$ cat config.mk
export PLATFORM = sky130hd
export DESIGN_NAME = execute_mul_sched
export DESIGN_NICKNAME = d
export VERILOG_FILES = /design/src/rtl/execute_mul_sched_pkg.sv /design/src/rtl/execute_mul_sched_rr_arbiter2.sv /design/src/rtl/execute_mul_sched.sv
export SDC_FILE = /design/constraint.sdc
export NUM_CORES = 2
export LEC_CHECK = 0
export CAP_MARGIN = 30
export CORE_MARGIN = 4
export CORE_UTILIZATION = 56
export DETAILED_ROUTE_END_ITERATION = 8
export GPL_ROUTABILITY_DRIVEN = 0
export PLACE_DENSITY = 0.85
export SYNTH_ARGS = -nofsm -noshare
export SYNTH_HDL_FRONTEND = slang
export SYNTH_SLANG_ARGS = --single-unit
$ cat constraint.sdc
create_clock -name clk -period 27.2 [get_ports clk]
set_input_delay 4.08 -clock clk [delete_from_list [all_inputs] [get_ports clk]]
set_output_delay 4.08 -clock clk [all_outputs]
set_load 0.01 [all_outputs]
$ cat src/rtl/execute_mul_sched_pkg.sv
// Shared execute-stage types plus the multiplier scheduler pipeline-depth constant.
package execute_mul_sched_pkg;

   localparam int unsigned XLEN               = 32;
   localparam int unsigned ROB_ID_W           = 7;
   localparam int unsigned PHY_ID_W           = 6;
   localparam int unsigned MUL_STAGES_DEFAULT = 2;

   typedef enum logic [1:0] {
      MUL_OP_MUL    = 2'd0,
      MUL_OP_MULH   = 2'd1,
      MUL_OP_MULHSU = 2'd2,
      MUL_OP_MULHU  = 2'd3
   } mul_op_t;

   typedef struct packed {
      mul_op_t mul_op;
   } sub_op_t;

   typedef struct packed {
      logic                enable;
      logic                valid;
      logic [ROB_ID_W-1:0] rob_id;
      logic [XLEN-1:0]     pc;
      logic                rd_enable;
      logic                need_rename;
      logic [PHY_ID_W-1:0] rd_phy;
      logic [XLEN-1:0]     src1_value;
      logic [XLEN-1:0]     src2_value;
      sub_op_t             sub_op;
   } issue_execute_pack_t;

   typedef struct packed {
      logic                enable;
      logic                valid;
      logic [ROB_ID_W-1:0] rob_id;
      logic [XLEN-1:0]     pc;
      logic                rd_enable;
      logic                need_rename;
      logic [PHY_ID_W-1:0] rd_phy;
      logic [XLEN-1:0]     rd_value;
      logic                bru_jump;
      logic [XLEN-1:0]     bru_next_pc;
      logic [XLEN-1:0]     csr_newvalue;
      logic                csr_newvalue_valid;
   } execute_wb_pack_t;

   typedef struct packed {
      logic                enable;
      logic [PHY_ID_W-1:0] phy_id;
      logic [XLEN-1:0]     value;
   } execute_feedback_channel_t;

   typedef struct packed {
      logic enable;
      logic flush;
   } commit_feedback_pack_t;

endpackage

$ cat src/rtl/execute_mul_sched_rr_arbiter2.sv
// Two-way round-robin arbiter; on a tie the requester that did not win last is served.
module rr_arbiter2 (
   input  logic       clk,
   input  logic       rst,
   input  logic       en,
   input  logic [1:0] req,
   output logic [1:0] gnt_c
);

   logic last_grant;

   always_comb begin
      gnt_c = 2'b00;
      if (en) begin
         case (req)
            2'b01:   gnt_c = 2'b01;
            2'b10:   gnt_c = 2'b10;
            2'b11:   gnt_c = last_grant ? 2'b01 : 2'b10;
            default: gnt_c = 2'b00;
         endcase
      end
   end

   // Reset to 1 so requester 0 wins the first tie.
   always_ff @(posedge clk or negedge rst) begin
      if (!rst)        last_grant <= 1'b1;
      else if (|gnt_c) last_grant <= gnt_c[1];
   end

endmodule

$ cat src/rtl/execute_mul_sched.sv
// Multiplier issue scheduler: arbitrates two issue heads, computes the product and
// carries it through MUL_STAGES stallable pipeline stages to writeback.
module execute_mul_sched
   import execute_mul_sched_pkg::*;
#(
   parameter int unsigned MUL_STAGES = MUL_STAGES_DEFAULT
) (
   input  logic                      clk,
   input  logic                      rst,
   input  issue_execute_pack_t       issue_mul0_fifo_data_out,
   input  issue_execute_pack_t       issue_mul1_fifo_data_out,
   input  logic                      issue_mul0_fifo_data_out_valid,
   input  logic                      issue_mul1_fifo_data_out_valid,
   output logic                      issue_mul0_fifo_pop,
   output logic                      issue_mul1_fifo_pop,
   output execute_wb_pack_t          mul_wb_port_data_in,
   output logic                      mul_wb_port_we,
   input  logic                      mul_wb_port_full,
   output execute_feedback_channel_t mul_execute_channel_feedback_pack,
   input  commit_feedback_pack_t     commit_feedback_pack
);

   localparam int unsigned LAST = MUL_STAGES - 1;

   logic                running;
   logic                flush;
   logic                stall;
   logic                grant_en;
   logic [1:0]          gnt;
   issue_execute_pack_t sel;
   logic                a_signed;
   logic                b_signed;
   logic [63:0]         op_a;
   logic [63:0]         op_b;
   logic [63:0]         prod;
   execute_wb_pack_t    wb_in;
   logic                stage_valid [MUL_STAGES];
   execute_wb_pack_t    stage_pack  [MUL_STAGES];

   assign flush    = commit_feedback_pack.enable && commit_feedback_pack.flush;
   assign stall    = stage_valid[LAST] && mul_wb_port_full;
   // No grants until the first edge after reset release.
   assign grant_en = running && !stall && !flush;

   rr_arbiter2 u_arb (
      .clk   (clk),
      .rst   (rst),
      .en    (grant_en),
      .req   ({issue_mul1_fifo_data_out_valid, issue_mul0_fifo_data_out_valid}),
      .gnt_c (gnt)
   );

   assign issue_mul0_fifo_pop = gnt[0];
   assign issue_mul1_fifo_pop = gnt[1];

   // Operands are widened per signedness; the low 64 bits of the product are exact.
   always_comb begin
      sel      = gnt[1] ? issue_mul1_fifo_data_out : issue_mul0_fifo_data_out;
      a_signed = (sel.sub_op.mul_op != MUL_OP_MULHU);
      b_signed = (sel.sub_op.mul_op == MUL_OP_MUL) || (sel.sub_op.mul_op == MUL_OP_MULH);
      op_a     = {{32{a_signed & sel.src1_value[31]}}, sel.src1_value};
      op_b     = {{32{b_signed & sel.src2_value[31]}}, sel.src2_value};
      prod     = op_a * op_b;

      wb_in             = '0;
      wb_in.enable      = sel.enable;
      wb_in.valid       = sel.valid;
      wb_in.rob_id      = sel.rob_id;
      wb_in.pc          = sel.pc;
      wb_in.rd_enable   = sel.rd_enable;
      wb_in.need_rename = sel.need_rename;
      wb_in.rd_phy      = sel.rd_phy;
      wb_in.rd_value    = (sel.sub_op.mul_op == MUL_OP_MUL) ? prod[31:0] : prod[63:32];
   end

   always_ff @(posedge clk or negedge rst) begin
      if (!rst) begin
         running        <= 1'b0;
         stage_valid[0] <= 1'b0;
         stage_pack[0]  <= '0;
      end else begin
         running <= 1'b1;
         if (flush) begin
            stage_valid[0] <= 1'b0;
         end else if (!stall) begin
            stage_valid[0] <= |gnt;
            stage_pack[0]  <= wb_in;
         end
      end
   end

   for (genvar s = 1; s < MUL_STAGES; s++) begin : g_stage
      always_ff @(posedge clk or negedge rst) begin
         if (!rst) begin
            stage_valid[s] <= 1'b0;
            stage_pack[s]  <= '0;
         end else if (flush) begin
            stage_valid[s] <= 1'b0;
         end else if (!stall) begin
            stage_valid[s] <= stage_valid[s-1];
            stage_pack[s]  <= stage_pack[s-1];
         end
      end
   end

   assign mul_wb_port_data_in = stage_pack[LAST];
   assign mul_wb_port_we      = stage_valid[LAST] && !mul_wb_port_full && !flush;

   always_comb begin
      mul_execute_channel_feedback_pack        = '0;
      mul_execute_channel_feedback_pack.enable = mul_wb_port_we
                                                 && stage_pack[LAST].enable
                                                 && stage_pack[LAST].valid
                                                 && stage_pack[LAST].rd_enable
                                                 && stage_pack[LAST].need_rename;
      mul_execute_channel_feedback_pack.phy_id = stage_pack[LAST].rd_phy;
      mul_execute_channel_feedback_pack.value  = stage_pack[LAST].rd_value;
   end

endmodule

==> results_dict.tcl <==
set metrics [dict create \
    hold_slack_ns 0.464 \
    ys_seq_area_share_pct 8.95 \
    die_area_um2 87600 \
    place_hpwl_mm 123 \
    dr_total_vias 38900 \
    nets 7071 \
    r2r_end "stage_pack[242]$_DFFE_PN0P_" \
    worst_pin_slew_ns 1.15 \
    crit_path_start "mul_wb_port_full" \
    synth_area_um2 46400 \
    synth.distinct_cells 71 \
    r2r-start "stage_valid[0]$_DFFE_PN0P_" \
    cts-resized-gates 0 \
    placed_area_um2 50300 \
    cts_sinks 166 \
    grt_pass1_vias 41700 \
    tns_ns 0 \
    async_flop_share_pct 100 \
    rows 105 \
    io_buffers 359 \
    synth_top_family_by_area "adder cells" \
    ys_warn_count 0 \
    finalHoldViolCount 0 \
    drtPass1Iterations 9 \
    synth_edf_count 0 \
    ys_ff_latch 166 \
    via_per_inst 5.91 \
    drc 0 \
    grt_pass1_wl_mm 240 \
    cap_violations 0 \
    critical_path_depth 34 \
    startpoint_type "input pin" \
    synth_area_leaders "fa_1 (48%), nand2_1 (11%), dfrtp_1 (8.9%), inv_1 (8.8%), ha_1 (5.7%)" \
    wl_per_cell_um 24.0 \
    end_kind "flip-flop" \
    n_fill_cell 6372 \
    die_h_um 296 \
    maxSlewHeadroom_pct 23.2 \
    top_level_ports 426 \
    synth-adder-area-share_pct 54.2 \
    cts_tree "done" \
    postSynth.topFlopCell "dfrtp_1" \
    setup_viol 0 \
    grtUsageTotal_pct 36.6 \
    postRouteAntennaNets 0 \
    fin_skew_ns 0.00913 \
    drt_iter0_drc 4558 \
    grt_setup_unrepaired "no" \
    overflow 0 \
    max_freq_ghz 0.0637 \
    cts_buffer_depth 2 \
    numCtsBuffers 17 \
    worst_slack_ns 11.49 \
    critical_path_arrival_ns 16.06 \
    cpPeakStageDelay_ns 0.77 \
    post_cts_buffers 0 \
    synth.most_common_cell "nand2_1" \
    cp_common_cell "fa_1" \
    synth_simple_gate_area_share_pct 15.8 \
    start_util_pct 56.6 \
    synth_top_cell_area_share_pct 48.5 \
    cts_root_buf "clkbuf_16" \
    die_x_um 296 \
    synth_top_cell_by_area "fa_1" \
    core_area_um2 82100 \
    synth-compound-area-share_pct 4.42 \
    critPathRequiredTime_ns 27.55 \
    syn_avg_cell_area_um2 8.63 \
    critPathMaxFanout 53 \
    path_delay_family "adder cells" \
    reg2reg_slack_ns 15.26 \
    crit_end "stage_pack[242]$_DFFE_PN0P_" \
    fin_crit_ns 15.71 \
    synth_mux_area_share_pct 1.34 \
    critPathSlowestCell "fa_1" \
    postCtsHoldBufs 0 \
    synth_cells 5380 \
    grt_max_degree 107 \
    synthToLayoutAreaGrowth_pct 9.79 \
    drive_gt1_share_pct 3.59 \
    critPathKind "in -> reg" \
    min_path_type "reg -> reg" \
    routed_wl_mm 158 \
    synth_xor_area_share_pct 1.30 \
    stdcell_area_um2 51000 \
    htreeDepth 4 \
    outcome "completed" \
    final_max_slew_viol_count 0 \
    pre_cts_ws_ns 11.26 \
    cts.clk_slew.worst_paths_ns 0.08 \
    antenna_found_initial 4 \
    min_period_over_period_pct 57.7 \
    clk_latency_ns 0.43 \
    holdPathStages 2 \
    cp_num_buf_inv 13 \
    worst-r2r-cell-count 33 \
    synthTopCellsByCount "nand2_1 (1307), fa_1 (1125), inv_1 (1091)" \
]
## per-layer routing
metal / global-route usage, % / part of all wire, % / vias to the layer above
li1: - / - / 15700
met1: 42.4 / 32 / 18800
met2: 55.0 / 42 / 3429
met3: 17.5 / 17 / 955
met4: 23.2 / 8.7 / 9
met5: 0 / 0.099 / -
## registers in the layout, summed over array words and instances, names as in the netlist
| signal | count |
|---|---|
| stage_valid | 2 |
| mul_execute_channel_feedback_pack | 38 |
| u_arb.last_grant | 1 |
| running | 1 |
| stage_pack | 81 |
| mul_wb_port_data_in | 43 |
## worst register-to-register path, delay by kind of cell, from the launching register on
family                   cells  cell delay [ns]
flip-flops                   1             0.42
buffers and inverters       12             3.05
AND/OR/NAND/NOR              8             2.53
adder cells (fa/ha/maj)      9             5.00
AO/OA/AOI/OAI                4             0.86
## layout make-up
class	instances	area [um^2]	share of cell area [%]
Tap cell	1070	1340	2.63
Timing Repair Buffer	477	4590	9.00
Inverter	1093	4110	8.05
Clock buffer	19	453	0.888
Multi-Input combinational cell	3742	36200	71.0
Antenna cell	1	2.50	0.00491
Sequential cell	166	4160	8.15
Clock inverter	13	156	0.307
## kinds of logic after synthesis
group                    count (synthesis)
other                                    2
XOR/XNOR                                69
adder cells (fa/ha/maj)               1337
multiplexers                            62
AND/OR/NAND/NOR                       1886
flip-flops                             166
AO/OA/AOI/OAI                          321
buffers and inverters                 1537
## how the worst min path moves through the flow
stage	to	start	slack, ns
after floorplan	mul_execute_channel_feedback_pack[0]$_DFFE_PN0P_	stage_pack[213]$_DFFE_PN0P_	0.44
after global placement	mul_wb_port_data_in[121]$_DFFE_PN0P_	stage_pack[268]$_DFFE_PN0P_	0.44
after detailed placement	mul_wb_port_data_in[130]$_DFFE_PN0P_	stage_pack[277]$_DFFE_PN0P_	0.45
after CTS	mul_wb_port_data_in[130]$_DFFE_PN0P_	stage_pack[277]$_DFFE_PN0P_	0.47
after global routing	mul_wb_port_data_in[104]$_DFFE_PN0P_	stage_pack[251]$_DFFE_PN0P_	0.48
final	mul_wb_port_data_in[114]$_DFFE_PN0P_	stage_pack[261]$_DFFE_PN0P_	0.46
## per-stage QoR
step / utilization (%) / cells
after detailed placement: 61.3 / 6544
final: 62.1 / 6581
after global placement: 61.1 / 6534
after global routing: 62.1 / 6581
after CTS: 62.0 / 6576
after floorplan: - / 5445
## cell usage in the layout (no fill, tap or decap), types with 4 or more instances in the layout
master,Yosys,final
mux2i_4,0,5
a21oi_1,89,89
mux2i_1,60,39
mux2i_2,0,16
dfrtp_1,165,165
buf_4,188,107
clkbuf_16,0,17
buf_6,1,5
and2_1,17,17
or2_2,5,5
nor2_1,472,472
a21o_1,36,36
ha_1,212,212
inv_8,0,6
nor4_1,5,5
o211ai_1,6,6
nand2_1,1307,1305
nor2b_1,4,4
inv_1,1091,1091
nor3_1,12,12
fa_1,1125,1125
a221oi_1,4,4
xor2_1,21,21
a211oi_1,11,11
a22oi_1,8,7
o21bai_1,7,7
and3_1,9,9
o21ai_0,60,60
nand3_1,26,26
a31oi_1,65,65
xnor2_1,48,48
clkdlybuf4s50_1,0,358
conb_1,2,67
or3_1,4,4
nand4_1,16,16
Power is not shown: default switching activity piles up to over one toggle a cycle in this logic, so the estimate is an artifact.
